**src/rtl/sw_debounce_pkg.sv**
```systemverilog
// Shared definitions for the switch debouncer: board clock and FSM state encoding.
package sw_debounce_pkg;

    localparam int unsigned BOARD_CLK_HZ = 125_000_000;

    localparam logic [1:0] ENC_RELEASED     = 2'd0;
    localparam logic [1:0] ENC_PRESS_PEND   = 2'd1;
    localparam logic [1:0] ENC_PRESSED      = 2'd2;
    localparam logic [1:0] ENC_RELEASE_PEND = 2'd3;

    typedef enum logic [1:0] {
        ST_RELEASED     = ENC_RELEASED,
        ST_PRESS_PEND   = ENC_PRESS_PEND,
        ST_PRESSED      = ENC_PRESSED,
        ST_RELEASE_PEND = ENC_RELEASE_PEND
    } state_t;

endpackage

```
**src/rtl/sw_debounce_sync_chain.sv**
```systemverilog
// Multi-flop synchroniser for asynchronous board inputs; nothing sits before the first flop.
module sync_chain
    import sw_debounce_pkg::*;
#(
    parameter int unsigned      WIDTH   = 1,
    parameter int unsigned      STAGES  = 2,
    parameter logic [WIDTH-1:0] RST_VAL = '0
) (
    input  logic             clk,
    input  logic             rst,
    input  logic [WIDTH-1:0] i_d,
    output logic [WIDTH-1:0] o_q
);

    logic [WIDTH-1:0] r_stage [STAGES];

    // Shift the raw input through the flop chain; reset loads the idle value everywhere.
    always_ff @(posedge clk) begin
        if (rst) begin
            for (int i = 0; i < STAGES; i++) begin
                r_stage[i] <= RST_VAL;
            end
        end else begin
            r_stage[0] <= i_d;
            for (int i = 1; i < STAGES; i++) begin
                r_stage[i] <= r_stage[i-1];
            end
        end
    end

    assign o_q = r_stage[STAGES-1];

endmodule

```
**src/rtl/sw_debounce.sv**
```systemverilog
// Push-switch conditioner: synchronise, debounce, and emit press/release/long-press strobes.
module sw_debounce
    import sw_debounce_pkg::*;
#(
    parameter int unsigned CLK_HZ          = BOARD_CLK_HZ,
    parameter int unsigned SYNC_STAGES     = 2,
    parameter int unsigned DEBOUNCE_CYCLES = CLK_HZ / 100,
    parameter int unsigned LONG_CYCLES     = CLK_HZ,
    parameter logic        IDLE_LEVEL      = 1'b1
) (
    input  logic clk,
    input  logic rst,
    input  logic sw_raw,
    output logic sw_clean,
    output logic pressed,
    output logic press_pulse,
    output logic release_pulse,
    output logic long_pulse
);

    localparam int unsigned    DB_W     = $clog2(DEBOUNCE_CYCLES);
    localparam int unsigned    HOLD_W   = $clog2(LONG_CYCLES + 1);
    localparam logic [DB_W-1:0]   DB_LAST  = DB_W'(DEBOUNCE_CYCLES - 1);
    localparam logic [HOLD_W-1:0] HOLD_MAX = HOLD_W'(LONG_CYCLES);

    logic w_sync;
    logic w_holding;

    state_t            r_state;
    logic [DB_W-1:0]   r_db_cnt;
    logic [HOLD_W-1:0] r_hold_cnt;
    logic              r_clean;
    logic              r_pressed;
    logic              r_press_pulse;
    logic              r_release_pulse;
    logic              r_long_pulse;

    sync_chain #(
        .WIDTH   (1),
        .STAGES  (SYNC_STAGES),
        .RST_VAL (IDLE_LEVEL)
    ) u_sync (
        .clk (clk),
        .rst (rst),
        .i_d (sw_raw),
        .o_q (w_sync)
    );

    // The long-press timer runs while the committed level is "pressed", including a pending release.
    assign w_holding = (r_state == ST_PRESSED) || (r_state == ST_RELEASE_PEND);

    // Debounce FSM with registered level and one-cycle strobes; any reversion restarts the wait.
    always_ff @(posedge clk) begin
        if (rst) begin
            r_state         <= ST_RELEASED;
            r_db_cnt        <= '0;
            r_hold_cnt      <= '0;
            r_clean         <= IDLE_LEVEL;
            r_pressed       <= 1'b0;
            r_press_pulse   <= 1'b0;
            r_release_pulse <= 1'b0;
            r_long_pulse    <= 1'b0;
        end else begin
            r_press_pulse   <= 1'b0;
            r_release_pulse <= 1'b0;
            r_long_pulse    <= 1'b0;

            // Saturating hold timer; the strobe fires on the single step that reaches the limit.
            if (w_holding && (r_hold_cnt != HOLD_MAX)) begin
                r_hold_cnt <= r_hold_cnt + 1'b1;
                if (r_hold_cnt == (HOLD_MAX - 1'b1)) begin
                    r_long_pulse <= 1'b1;
                end
            end

            case (r_state)
                ST_RELEASED: begin
                    if (w_sync != IDLE_LEVEL) begin
                        r_state  <= ST_PRESS_PEND;
                        r_db_cnt <= '0;
                    end
                end
                ST_PRESS_PEND: begin
                    if (w_sync == IDLE_LEVEL) begin
                        r_state <= ST_RELEASED;
                    end else if (r_db_cnt == DB_LAST) begin
                        r_state       <= ST_PRESSED;
                        r_clean       <= ~IDLE_LEVEL;
                        r_pressed     <= 1'b1;
                        r_press_pulse <= 1'b1;
                        r_hold_cnt    <= '0;
                    end else begin
                        r_db_cnt <= r_db_cnt + 1'b1;
                    end
                end
                ST_PRESSED: begin
                    if (w_sync == IDLE_LEVEL) begin
                        r_state  <= ST_RELEASE_PEND;
                        r_db_cnt <= '0;
                    end
                end
                ST_RELEASE_PEND: begin
                    if (w_sync != IDLE_LEVEL) begin
                        r_state <= ST_PRESSED;
                    end else if (r_db_cnt == DB_LAST) begin
                        r_state         <= ST_RELEASED;
                        r_clean         <= IDLE_LEVEL;
                        r_pressed       <= 1'b0;
                        r_release_pulse <= 1'b1;
                    end else begin
                        r_db_cnt <= r_db_cnt + 1'b1;
                    end
                end
                default: begin
                    r_state <= ST_RELEASED;
                end
            endcase
        end
    end

    assign sw_clean      = r_clean;
    assign pressed       = r_pressed;
    assign press_pulse   = r_press_pulse;
    assign release_pulse = r_release_pulse;
    assign long_pulse    = r_long_pulse;

endmodule

```
**config.mk**
```make
export PLATFORM = sky130hd
export DESIGN_NAME = sw_debounce
export DESIGN_NICKNAME = d
export VERILOG_FILES = /design/src/rtl/sw_debounce_pkg.sv /design/src/rtl/sw_debounce_sync_chain.sv /design/src/rtl/sw_debounce.sv
export SDC_FILE = /design/constraint.sdc
export NUM_CORES = 1
export LEC_CHECK = 0
export ABC_CLOCK_PERIOD_IN_PS = 2100
export CORE_MARGIN = 4
export CORE_UTILIZATION = 55
export CTS_CLUSTER_DIAMETER = 120
export DETAILED_ROUTE_END_ITERATION = 8
export PLACE_DENSITY = 0.72
export SYNTH_ARGS = -nofsm -noshare
export SYNTH_HDL_FRONTEND = slang
export SYNTH_SLANG_ARGS = --single-unit
```
**constraint.sdc**
```tcl
create_clock -name clk -period 2.1 [get_ports clk]
set_input_delay 0.63 -clock clk [delete_from_list [all_inputs] [get_ports clk]]
set_output_delay 0.63 -clock clk [all_outputs]
set_load 0.01 [all_outputs]
```
==> key figures, run 1 <==
Routing
  – Met2 routed WL: 2.627 mm
  – Antenna-violating nets left: 0
  – Met3 Wirelength: 374 um
  – 1st-iter DRT viols: 257
  – TritonRoute pass-1 iters: 4
  – Mean number of vias per cell: about 5.8
  – WL met1: 3.046 mm
  – WL/cell: 14.26 um
  – DRC viols: 0
  – Final Routed Wirelength: 6.148 mm
  – DR top layer: met4
  – Routed vias: 2481

Clock network
  – Num CTS Buffers: 9
  – CTS Sinks: 57
  – Clk root buf: clkbuf_8
  – CTS tree: done
  – Clock Latency Late Sink: 0.33 ns
  – Clock slew at reported path FFs: 0.07 ns
  – Clock buffer depth: 2
  – H-tree Lvls: 3

Synth
  – Synth area leaders: dfxtp_1, nor2_1, xor2_1
  – Synth unique cells: 40
  – Post-synth top area share: 0.4088
  – Most used DFF post-synth: dfxtp_1
  – Synth warn: 0
  – Syn_nets: 336
  – Biggest area consumer among synthesized cells: dfxtp_1
  – Synthesized area: 2791 sq um
  – Synth cell count leaders: dfxtp_1, nor2_1, nand2_1
  – Number of flops mapped to enable cells by yosys: 0
  – Register area share after synthesis: 0.4088
  – Seq cells post-synth: 57
  – Syn avg cell area: 8.459 sq um
  – Async SR Flop Fraction: 0
  – Top-count cell post-synth: dfxtp_1
  – Post-Syn Instances: 330

Worst hold path
  – Worst Hold Class: reg2reg

Global route
  – Largest net degree at the start of global routing: 28
  – Aggregate global routing overflow: 0
  – Gr usage total: 0.2239
  – First-pass GRT wire length: 11.08 mm
  – Vias in the first global route: around 2300
  – Initial antenna violation count: 0

Finish
  – Share of cells above drive strength 1: 0.1346
  – Diodes inserted: 0
  – Filler instances: around 410
  – Synth-to-Final Area Change: 18.69%
  – Final #Nets: 365

Placement
  – Routability Congestion: 0.8882
  – Number of port buffers: 7
  – Post-DP HPWL: 4.220 mm

Power
  – PD cells: 778.4 nW/um^2
  – Peak VDD IR: 0.0005624 V
  – Lkg Pwr: 1.143 nW
  – Tot Pwr: 2.579 mW

Die
  – Site Rows: 25
  – Die extent in y: 79.24 um
  – Initial Util: 0.5795
  – DIE WIDTH: between 70 and 80 um
  – Die Area: 6279 sq um
  – Core area: 4817 sq um
  – Top-Level Pins: 8

Timing
  – Clock Skew: 0.005767 ns
  – Fmax: 512.4 MHz
  – Slew margin rel.: 0.6702
  – Final setup viols: 0
  – Worst Tran Pin Value: 0.4902 ns
  – Fin crit period: 1.952 ns
  – Final Max Tran Viols: 0
  – Period utilization: 0.9294
  – Final hold viol count: 0
  – Setup TNS: 0 ns
  – RSZ-0062 raised after global routing: false

Worst setup path
  – Crit path max fanout: 4
  – Worst EP required: 2.36 ns
  – CP endpoint kind: flip-flop
  – Worst Setup Start Kind: flip-flop
  – CP Class: reg2reg
  – Worst EP arrival: 2.21 ns

Flow run
  – Max-Cap Viols: 0

Status
  – Status: completed
-- critical path, cell delays in order, from the launching register on --
cell and delay (ns):
dfxtp_1 0.45, nand4_4 0.12, or2_4 0.28, or3_4 0.40, or4_1 0.48, a21oi_1 0.15
-- metrics by stage --
stage / util / setup slack, ns / cells / hold WS (ns) / instance area (sq um)
final: 0.6878 / 0.1482 / 431 / 0.4126 / 3313
after global routing: 0.6878 / 0.05232 / 431 / 0.4356 / 3313
after CTS: 0.6870 / 0.09152 / 431 / 0.4156 / 3309
after detailed placement: 0.6296 / 0.06138 / 415 / 0.3990 / 3033
after global placement: 0.6296 / 0.09166 / 415 / 0.3938 / 3033
after floorplan: - / 0.1895 / 330 / 0.3895 / 2791
-- layout make-up --
type | instances | area, sq um | area share
Clock inverter | 5 | 125.1 | 0.03776
Inverter | 8 | 30.03 | 0.009063
Sequential cell | 57 | 1141 | 0.3444
Multi-Input combinational cell | 253 | 1526 | 0.4607
Timing Repair Buffer | 30 | 255.2 | 0.07704
Tap cell | 67 | 83.83 | 0.02530
Clock buffer | 11 | 151.4 | 0.04569
-- worst paths after layout --
path | from | endpoint | slack (ns) | cells after the start
worst max register to register | r_hold_cnt[6]$_SDFF_PP0_ | r_hold_cnt[19]$_SDFF_PP0_ | 0.15 | 5
worst min register to register | u_sync.r_stage[0][0]$_SDFF_PP1_ | u_sync.r_stage[0][1]$_SDFF_PP1_ | 0.41 | 1
worst min-delay path | u_sync.r_stage[0][0]$_SDFF_PP1_ | u_sync.r_stage[0][1]$_SDFF_PP1_ | 0.41 | 1
worst max-delay path | r_hold_cnt[6]$_SDFF_PP0_ | r_hold_cnt[19]$_SDFF_PP0_ | 0.15 | 5
-- sequential cells by signal, summed over array words and instances (netlist names), named ones only --
signal          count
r_hold_cnt         27
r_db_cnt           21
u_sync.r_stage      2
long_pulse          1
press_pulse         1
pressed             1
r_state             1
release_pulse       1
sw_clean            1
-- cells by family (layout without fill, tap and decap cells) --
family / Yosys count / in the layout / share of synthesized area
DFF: 57 / 57 / 0.4088
xor gates and xnor gates: 26 / 26 / 0.08158
adders and majority gates: 3 / 3 / 0.01345
and+or+nand+nor: 177 / 177 / 0.3438
muxes: 2 / 2 / 0.007172
AOI/OAI and AO/OA: 45 / 45 / 0.09951
buffers and inverters: 20 / 54 / 0.04572
-- layout by cell type, fill, tap and decap left out, types with 8 or more instances in the layout --
cell type	n
a21oi_1	17
nand4_1	15
nand3_1	19
clkbuf_8	11
dfxtp_1	57
nor3_1	8
nor2_1	49
inv_1	8
or4_1	8
buf_4	22
nand2_1	30
xor2_1	17
o21ai_0	10
xnor2_1	9
nor4_1	8
or3_1	12
-- power breakdown --
| part | internal, mW | leakage [nW] | switching (mW) |
|---|---|---|---|
| Combinational | 0.0335 | 0.544 | 0.0393 |
| Sequential | 1.09 | 0.460 | 0.00635 |
| Clock | 0.971 | 0.140 | 0.438 |
-- metal layers --
layer	vias to the layer above	global-route usage
met5	-	0
met3	10	0.04989
li1	1250	-
met1	1164	0.3122
met4	0	0.09450
met2	57	0.3316
-- timing repair --
action	in CTS	in global routing
buffers inserted	0	0
hold endpoints to repair	0	0
gates resized for setup	0	1
setup endpoints to repair	0	29
hold buffers	0	0
Power figures use the tool's default switching activity.
==> run 2, diff against run 1 <==
--- a/config.mk
+++ b/config.mk
@@ -6,7 +6,7 @@
 export NUM_CORES = 1
 export LEC_CHECK = 0
 export ABC_CLOCK_PERIOD_IN_PS = 2100
-export CORE_MARGIN = 4
+export CORE_MARGIN = 2
 export CORE_UTILIZATION = 55
 export CTS_CLUSTER_DIAMETER = 120
 export DETAILED_ROUTE_END_ITERATION = 8
==> key figures, run 2 (synthesis results as in run 1) <==
Die
  – Top-Level Pins: 8 (unchanged)
  – Die extent in y: 75.24 um (-5.0%)
  – Die Area: 5661 sq um (-9.8%)
  – Core area: 4817 sq um (unchanged)
  – DIE WIDTH: 75.24 um (-5.0%)
  – Site Rows: 25 (unchanged)
  – Initial Util: 0.5795 (unchanged)

Routing
  – Mean number of vias per cell: 5.742 (-0.24%)
  – 1st-iter DRT viols: 132 (-49%)
  – DRC viols: 0 (unchanged)
  – Antenna-violating nets left: 0 (unchanged)
  – Final Routed Wirelength: 5.967 mm (-2.9%)
  – WL/cell: 13.97 um (-2.0%)
  – TritonRoute pass-1 iters: 4 (unchanged)
  – Routed vias: 2452 (-1.2%)

Clock network
  – Clock buffer depth: 2 (unchanged)
  – Post-CTS Hold Fix Bufs: 0 (unchanged)
  – Clk root buf: clkbuf_8
  – CTS Sinks: 57 (unchanged)
  – Num CTS Buffers: 9 (unchanged)
  – H-tree Lvls: 3 (unchanged)
  – CTS tree: done
  – Post-CTS setup repair buffer count: 0 (unchanged)
  – Clock Latency Late Sink: 0.34 ns (about the same)
  – Clock slew at reported path FFs: 0.07 ns (about the same)

Finish
  – Commonest non-fill, non-tap cells in the layout: dfxtp_1, nor2_1, nand2_1, nand3_1, buf_4
  – Diodes inserted: 0 (unchanged)
  – Largest register FFs: 27 (unchanged)
  – Multi-input logic area: 1539 sq um (+0.82%)
  – Synth-to-Final Area Change: 14.70%
  – Non-filler cells, final: 427 (-0.93%)
  – Share of cells above drive strength 1: 0.1333 (-0.001282)
  – Filler instances: 427 (+4.9%)
  – Register area: 1142 sq um (+0.11%)
  – Top Registers: r_hold_cnt x27, r_db_cnt x21, u_sync.r_stage x2
  – Most flop-heavy register: r_hold_cnt
  – Final #Nets: 361 (-1.1%)
  – Commonest non-fill, non-tap cell in the layout: dfxtp_1

Power
  – Lkg Pwr: 1.075 nW (-5.9%)
  – Tot Pwr: 2.097 mW (-19%)
  – Peak VDD IR: 0.0005958 V (+5.9%)
  – PD cells: 655.0 nW/um^2 (-16%)

Global route
  – Initial antenna violation count: 0 (unchanged)
  – Vias in the first global route: 2171 (-7.5%)
  – Aggregate global routing overflow: 0 (unchanged)
  – First-pass GRT wire length: 9.970 mm (-10%)
  – Largest net degree at the start of global routing: 28 (unchanged)
  – Gr usage total: 0.2322 (+0.008229)

Placement
  – Cell total after placement: 411 (-0.96%)
  – Routability Congestion: 0.8740 (-1.6%)
  – Post-DP HPWL: 4.139 mm (-1.9%)
  – Number of port buffers: 7 (unchanged)

Worst setup path
  – Worst EP required: 2.32 ns (-0.04 ns)
  – Reg2Reg Depth: 8 (+3)
  – CP Class: reg2reg
  – CP endpoint kind: flip-flop
  – Crit path max fanout: 27 (+23)
  – Worst Setup Start Kind: flip-flop
  – Worst EP arrival: 2.20 ns (about the same)

Timing
  – Slew margin rel.: 0.6909 (+0.02066)
  – Final Max Tran Viols: 0 (unchanged)
  – Final hold viol count: 0 (unchanged)
  – Final setup viols: 0 (unchanged)
  – Fmax: 505.6 MHz (-1.3%)
  – Clock Skew: 0.009897 ns (+0.004130 ns)
  – Period utilization: 0.9419 (+0.01245)
  – Fin crit period: 1.978 ns (+0.02616 ns)
  – Worst Tran Pin Value: 0.4595 ns (-0.03071 ns)

Flow run
  – Max-Cap Viols: 0 (unchanged)

Worst hold path
  – Cell count of the worst hold path: 1 (unchanged)
  – Worst Hold Class: reg2reg

Status
  – Status: completed
## run 2: changes by cell type in the layout (fill, tap and decap cells not counted), moves of 2 or more
cell / previous run / this run
bufinv_16: 4 / 0
clkinvlp_4: 0 / 2
nor4_1: 8 / 6
clkinv_2: 1 / 3
buf_4: 22 / 18
nor4_2: 0 / 2
## run 2: per-layer routing
metal | part of all wire | vias up | track usage | wire [um]
met5 | 0 | - | 0 | 0
met4 | 0.018 | 0 | 0.1033 | 108
met3 | 0.051 | 9 | 0.04819 | 306
met2 | 0.44 | 51 | 0.3411 | 2615
met1 | 0.49 | 1148 | 0.3287 | 2935
li1 | - | 1244 | - | -
## run 2: where the power goes
group | internal, mW | leakage (nW) | switching (mW)
registers | 1.09 | 0.460 | 0.00665
logic | 0.0343 | 0.524 | 0.0386
clock network | 0.485 | 0.0911 | 0.442
total | 1.61 | 1.08 | 0.488
## run 2: what timing repair did
item | in CTS | in global routing
endpoints found under the setup margin | 0 | 31
endpoints found under the hold margin | 0 | 0
resized for setup | 0 | 4
## run 2: final timing paths
path	from	to	slack, ns
hold reg to reg	u_sync.r_stage[0][0]$_SDFF_PP1_	u_sync.r_stage[0][1]$_SDFF_PP1_	0.41
setup reg to reg	r_db_cnt[0]$_SDFFE_PP0P_	r_hold_cnt[15]$_SDFF_PP0_	0.12
hold / removal	u_sync.r_stage[0][0]$_SDFF_PP1_	u_sync.r_stage[0][1]$_SDFF_PP1_	0.41
setup / recovery	r_db_cnt[0]$_SDFFE_PP0P_	r_hold_cnt[15]$_SDFF_PP0_	0.12
## run 2: critical path, stage by stage, from the launching register on
cell	delay, ns
dfxtp_1	0.37
ha_1	0.22
nor4bb_1	0.27
nand4_1	0.19
nor4_2	0.23
buf_4	0.18
a21o_1	0.14
buf_12	0.18
a21oi_1	0.06
## run 2: final cells by class
cell class                 count  share of cell area
clock inverter                 5            0.009379
inverter                       8            0.009379
clock buffer                  11             0.04728
sequential                    57              0.3568
multi-input combinational    253              0.4807
tap                           67             0.02618
timing repair buffer          26             0.07034
## run 2: per-stage QoR
stage / util / setup WS [ns] / cell area (sq um) / TNS [ns] / hold WS, ns
floorplan: - / 0.1895 / 2791 / 0 / 0.3895
global placement: 0.6234 / 0.04648 / 3003 / 0 / 0.3984
detailed placement: 0.6234 / 0.05610 / 3003 / 0 / 0.4004
CTS: 0.6610 / 0.04854 / 3184 / 0 / 0.4163
global route: 0.6647 / -0.02066 / 3202 / -0.04125 / 0.4243
finish: 0.6647 / 0.1221 / 3202 / 0 / 0.4123
==> run 3, diff against run 2 <==
--- a/config.mk
+++ b/config.mk
@@ -6,10 +6,12 @@
 export NUM_CORES = 1
 export LEC_CHECK = 0
 export ABC_CLOCK_PERIOD_IN_PS = 2100
+export CORE_ASPECT_RATIO = 0.6
 export CORE_MARGIN = 2
 export CORE_UTILIZATION = 55
 export CTS_CLUSTER_DIAMETER = 120
 export DETAILED_ROUTE_END_ITERATION = 8
+export GPL_ROUTABILITY_DRIVEN = 0
 export PLACE_DENSITY = 0.72
 export SYNTH_ARGS = -nofsm -noshare
 export SYNTH_HDL_FRONTEND = slang
==> key figures, run 3 (synthesis results as in run 1) <==
Power
  – Tot Pwr: 2.269 mW (+8.2%)
  – Psw: 504.0 uW (+3.4%)
  – Reg power frac: 0.484 (-0.039)
  – Gate power share: 0.032 (-0.003)
  – Share of power burned in the clock network: 0.484 (+0.042)
  – Peak VDD IR: 0.0005349 V (-10%)
  – PD cells: 694.3 nW/um^2 (+6.0%)
  – Int Pwr: 1.765 mW (+9.7%)
  – Net Sw Frac: 0.2221 (-0.01037)
  – Lkg Pwr: 1.098 nW (+2.1%)

Timing
  – Period utilization: 0.9563 (+0.01440)
  – Final hold viol count: 0 (unchanged)
  – Slew margin rel.: 0.6930 (+0.002172)
  – Clock Skew: 0.006234 ns (-0.003663 ns)
  – Fin crit period: 2.008 ns (+0.03023 ns)
  – Worst setup margin: 0.09185 ns (-0.03023 ns)
  – RSZ-0062 raised after global routing: false
  – Fmax: 498.0 MHz (-1.5%)
  – Worst Tran Pin Value: 0.4543 ns (-0.005214 ns)
  – Hold WS: 0.4132 ns (+0.0008570 ns)
  – Setup TNS: 0 ns (unchanged)
  – Final setup viols: 0 (unchanged)
  – Final Max Tran Viols: 0 (unchanged)

Routing
  – Final Routed Wirelength: 6.747 mm (+13%)
  – Antenna-violating nets left: 0 (unchanged)
  – WL/cell: 15.80 um (+13%)
  – Routed vias: 2574 (+5.0%)
  – DRC viols: 0 (unchanged)
  – Mean number of vias per cell: 6.028 (+5.0%)
  – TritonRoute pass-1 iters: 5 (+1)
  – 1st-iter DRT viols: 262 (+98%)

Clock network
  – Clock slew at reported path FFs: 0.07 ns (about the same)
  – CTS tree: done
  – CTS Sinks: 57 (unchanged)
  – Clk root buf: clkbuf_8
  – H-tree Lvls: 3 (unchanged)
  – Num CTS Buffers: 9 (unchanged)
  – Post-CTS setup repair buffer count: 0 (unchanged)
  – Clock buffer depth: 2 (unchanged)
  – Clock Latency Late Sink: 0.35 ns (about the same)
  – Post-CTS Hold Fix Bufs: 0 (unchanged)
  – CTS resizes: 0 (unchanged)

Worst setup path
  – Worst EP arrival: 2.28 ns (+0.08 ns)
  – CP Class: reg2reg
  – Reg2Reg Depth: 5 (-3)
  – Crit path max fanout: 4 (-85%)
  – Worst path max stage delay: 0.47 ns (+0.10 ns)
  – Slowest-stage cell, CP: or4_1
  – Worst EP required: 2.37 ns (+0.05 ns)
  – Cell-by-cell trace of the critical path: nand4_1, or2_4, or3_4, or4_1, a21oi_1
  – Worst Setup Start Kind: flip-flop
  – CP endpoint kind: flip-flop

Placement
  – Placed cell area: 3022 sq um (+0.63%)
  – Post-DP HPWL: 4.892 mm (+18%)
  – Dpl ws: 0.05668 ns (+0.0005811 ns)
  – Cell total after placement: 411 (unchanged)
  – Number of port buffers: 7 (unchanged)

Worst hold path
  – Worst Hold Class: reg2reg
  – Cell count of the worst hold path: 1 (unchanged)

Finish
  – Commonest non-fill, non-tap cells in the layout: dfxtp_1, nor2_1, nand2_1, nand3_1, buf_4
  – Top Registers: r_hold_cnt x27, r_db_cnt x21, u_sync.r_stage x2
  – Most flop-heavy register: r_hold_cnt
  – Synth-to-Final Area Change: 17.08%
  – Share of cells above drive strength 1: 0.1413 (+0.007941)
  – Non-filler cells, final: 427 (unchanged)
  – Largest register FFs: 27 (unchanged)
  – Commonest non-fill, non-tap cell in the layout: dfxtp_1
  – Diodes inserted: 0 (unchanged)
  – Layout Utilization: 0.6563 (-0.008394)
  – Filler instances: 421 (-1.4%)
  – Final Cell Area: 3268 sq um (+2.1%)
  – Final #Nets: 362 (+0.28%)

Flow run
  – Max-Cap Viols: 0 (unchanged)

Global route
  – Aggregate global routing overflow: 0 (unchanged)
  – Largest net degree at the start of global routing: 28 (unchanged)
  – First-pass GRT wire length: 11.14 mm (+12%)
  – Vias in the first global route: 2228 (+2.6%)
  – Initial antenna violation count: 0 (unchanged)
  – Gr usage total: 0.2643 (+0.03217)

Status
  – Status: completed

Die
  – Initial Util: 0.5606 (-0.01893)
  – Core area: 4980 sq um (+3.4%)
  – DIE WIDTH: 95.97 um (+28%)
  – Die Area: 5680 sq um (+0.33%)
  – Site Rows: 20 (-20%)
  – Die extent in y: 59.19 um (-21%)
  – Top-Level Pins: 8 (unchanged)
## run 3: layout make-up
cell class,instances,area [sq um],share of cell area
clock buffers,12,165.2,0.05054
clock inverters,4,50.05,0.01531
inverters,8,30.03,0.009188
multi-input cells,253,1551,0.4747
flip-flops and latches,57,1144,0.3499
well taps,66,82.58,0.02527
repair buffers,27,245.2,0.07504
## run 3: power by group through the flow
stage	sequential, mW	clock [mW]	combinational (mW)
after floorplan	1.12	0	0.0390
after detailed placement	1.12	0	0.0706
after global routing	1.10	1.16	0.0781
final	1.10	1.10	0.0717
after CTS	1.10	1.12	0.0709
after global placement	1.12	0	0.0690
## run 3: worst paths after layout
path	start	to	slack, ns
max	r_hold_cnt[9]$_SDFF_PP0_	r_hold_cnt[17]$_SDFF_PP0_	0.09
min	u_sync.r_stage[0][0]$_SDFF_PP1_	u_sync.r_stage[0][1]$_SDFF_PP1_	0.41
max reg2reg	r_hold_cnt[9]$_SDFF_PP0_	r_hold_cnt[17]$_SDFF_PP0_	0.09
min reg2reg	u_sync.r_stage[0][0]$_SDFF_PP1_	u_sync.r_stage[0][1]$_SDFF_PP1_	0.41
## run 3: metal layers
layer  GRT usage  share of wire
met1      0.4110           0.52
met2      0.3197           0.37
met3      0.1120          0.099
met4     0.07755          0.011
met5           0              0
## run 3: worst max-delay path: cells and delay by family (launching register included)
family | cells | cell delay [ns]
AOI/OAI and AO/OA | 1 | 0.18
DFF | 1 | 0.39
and+or+nand+nor | 4 | 1.36
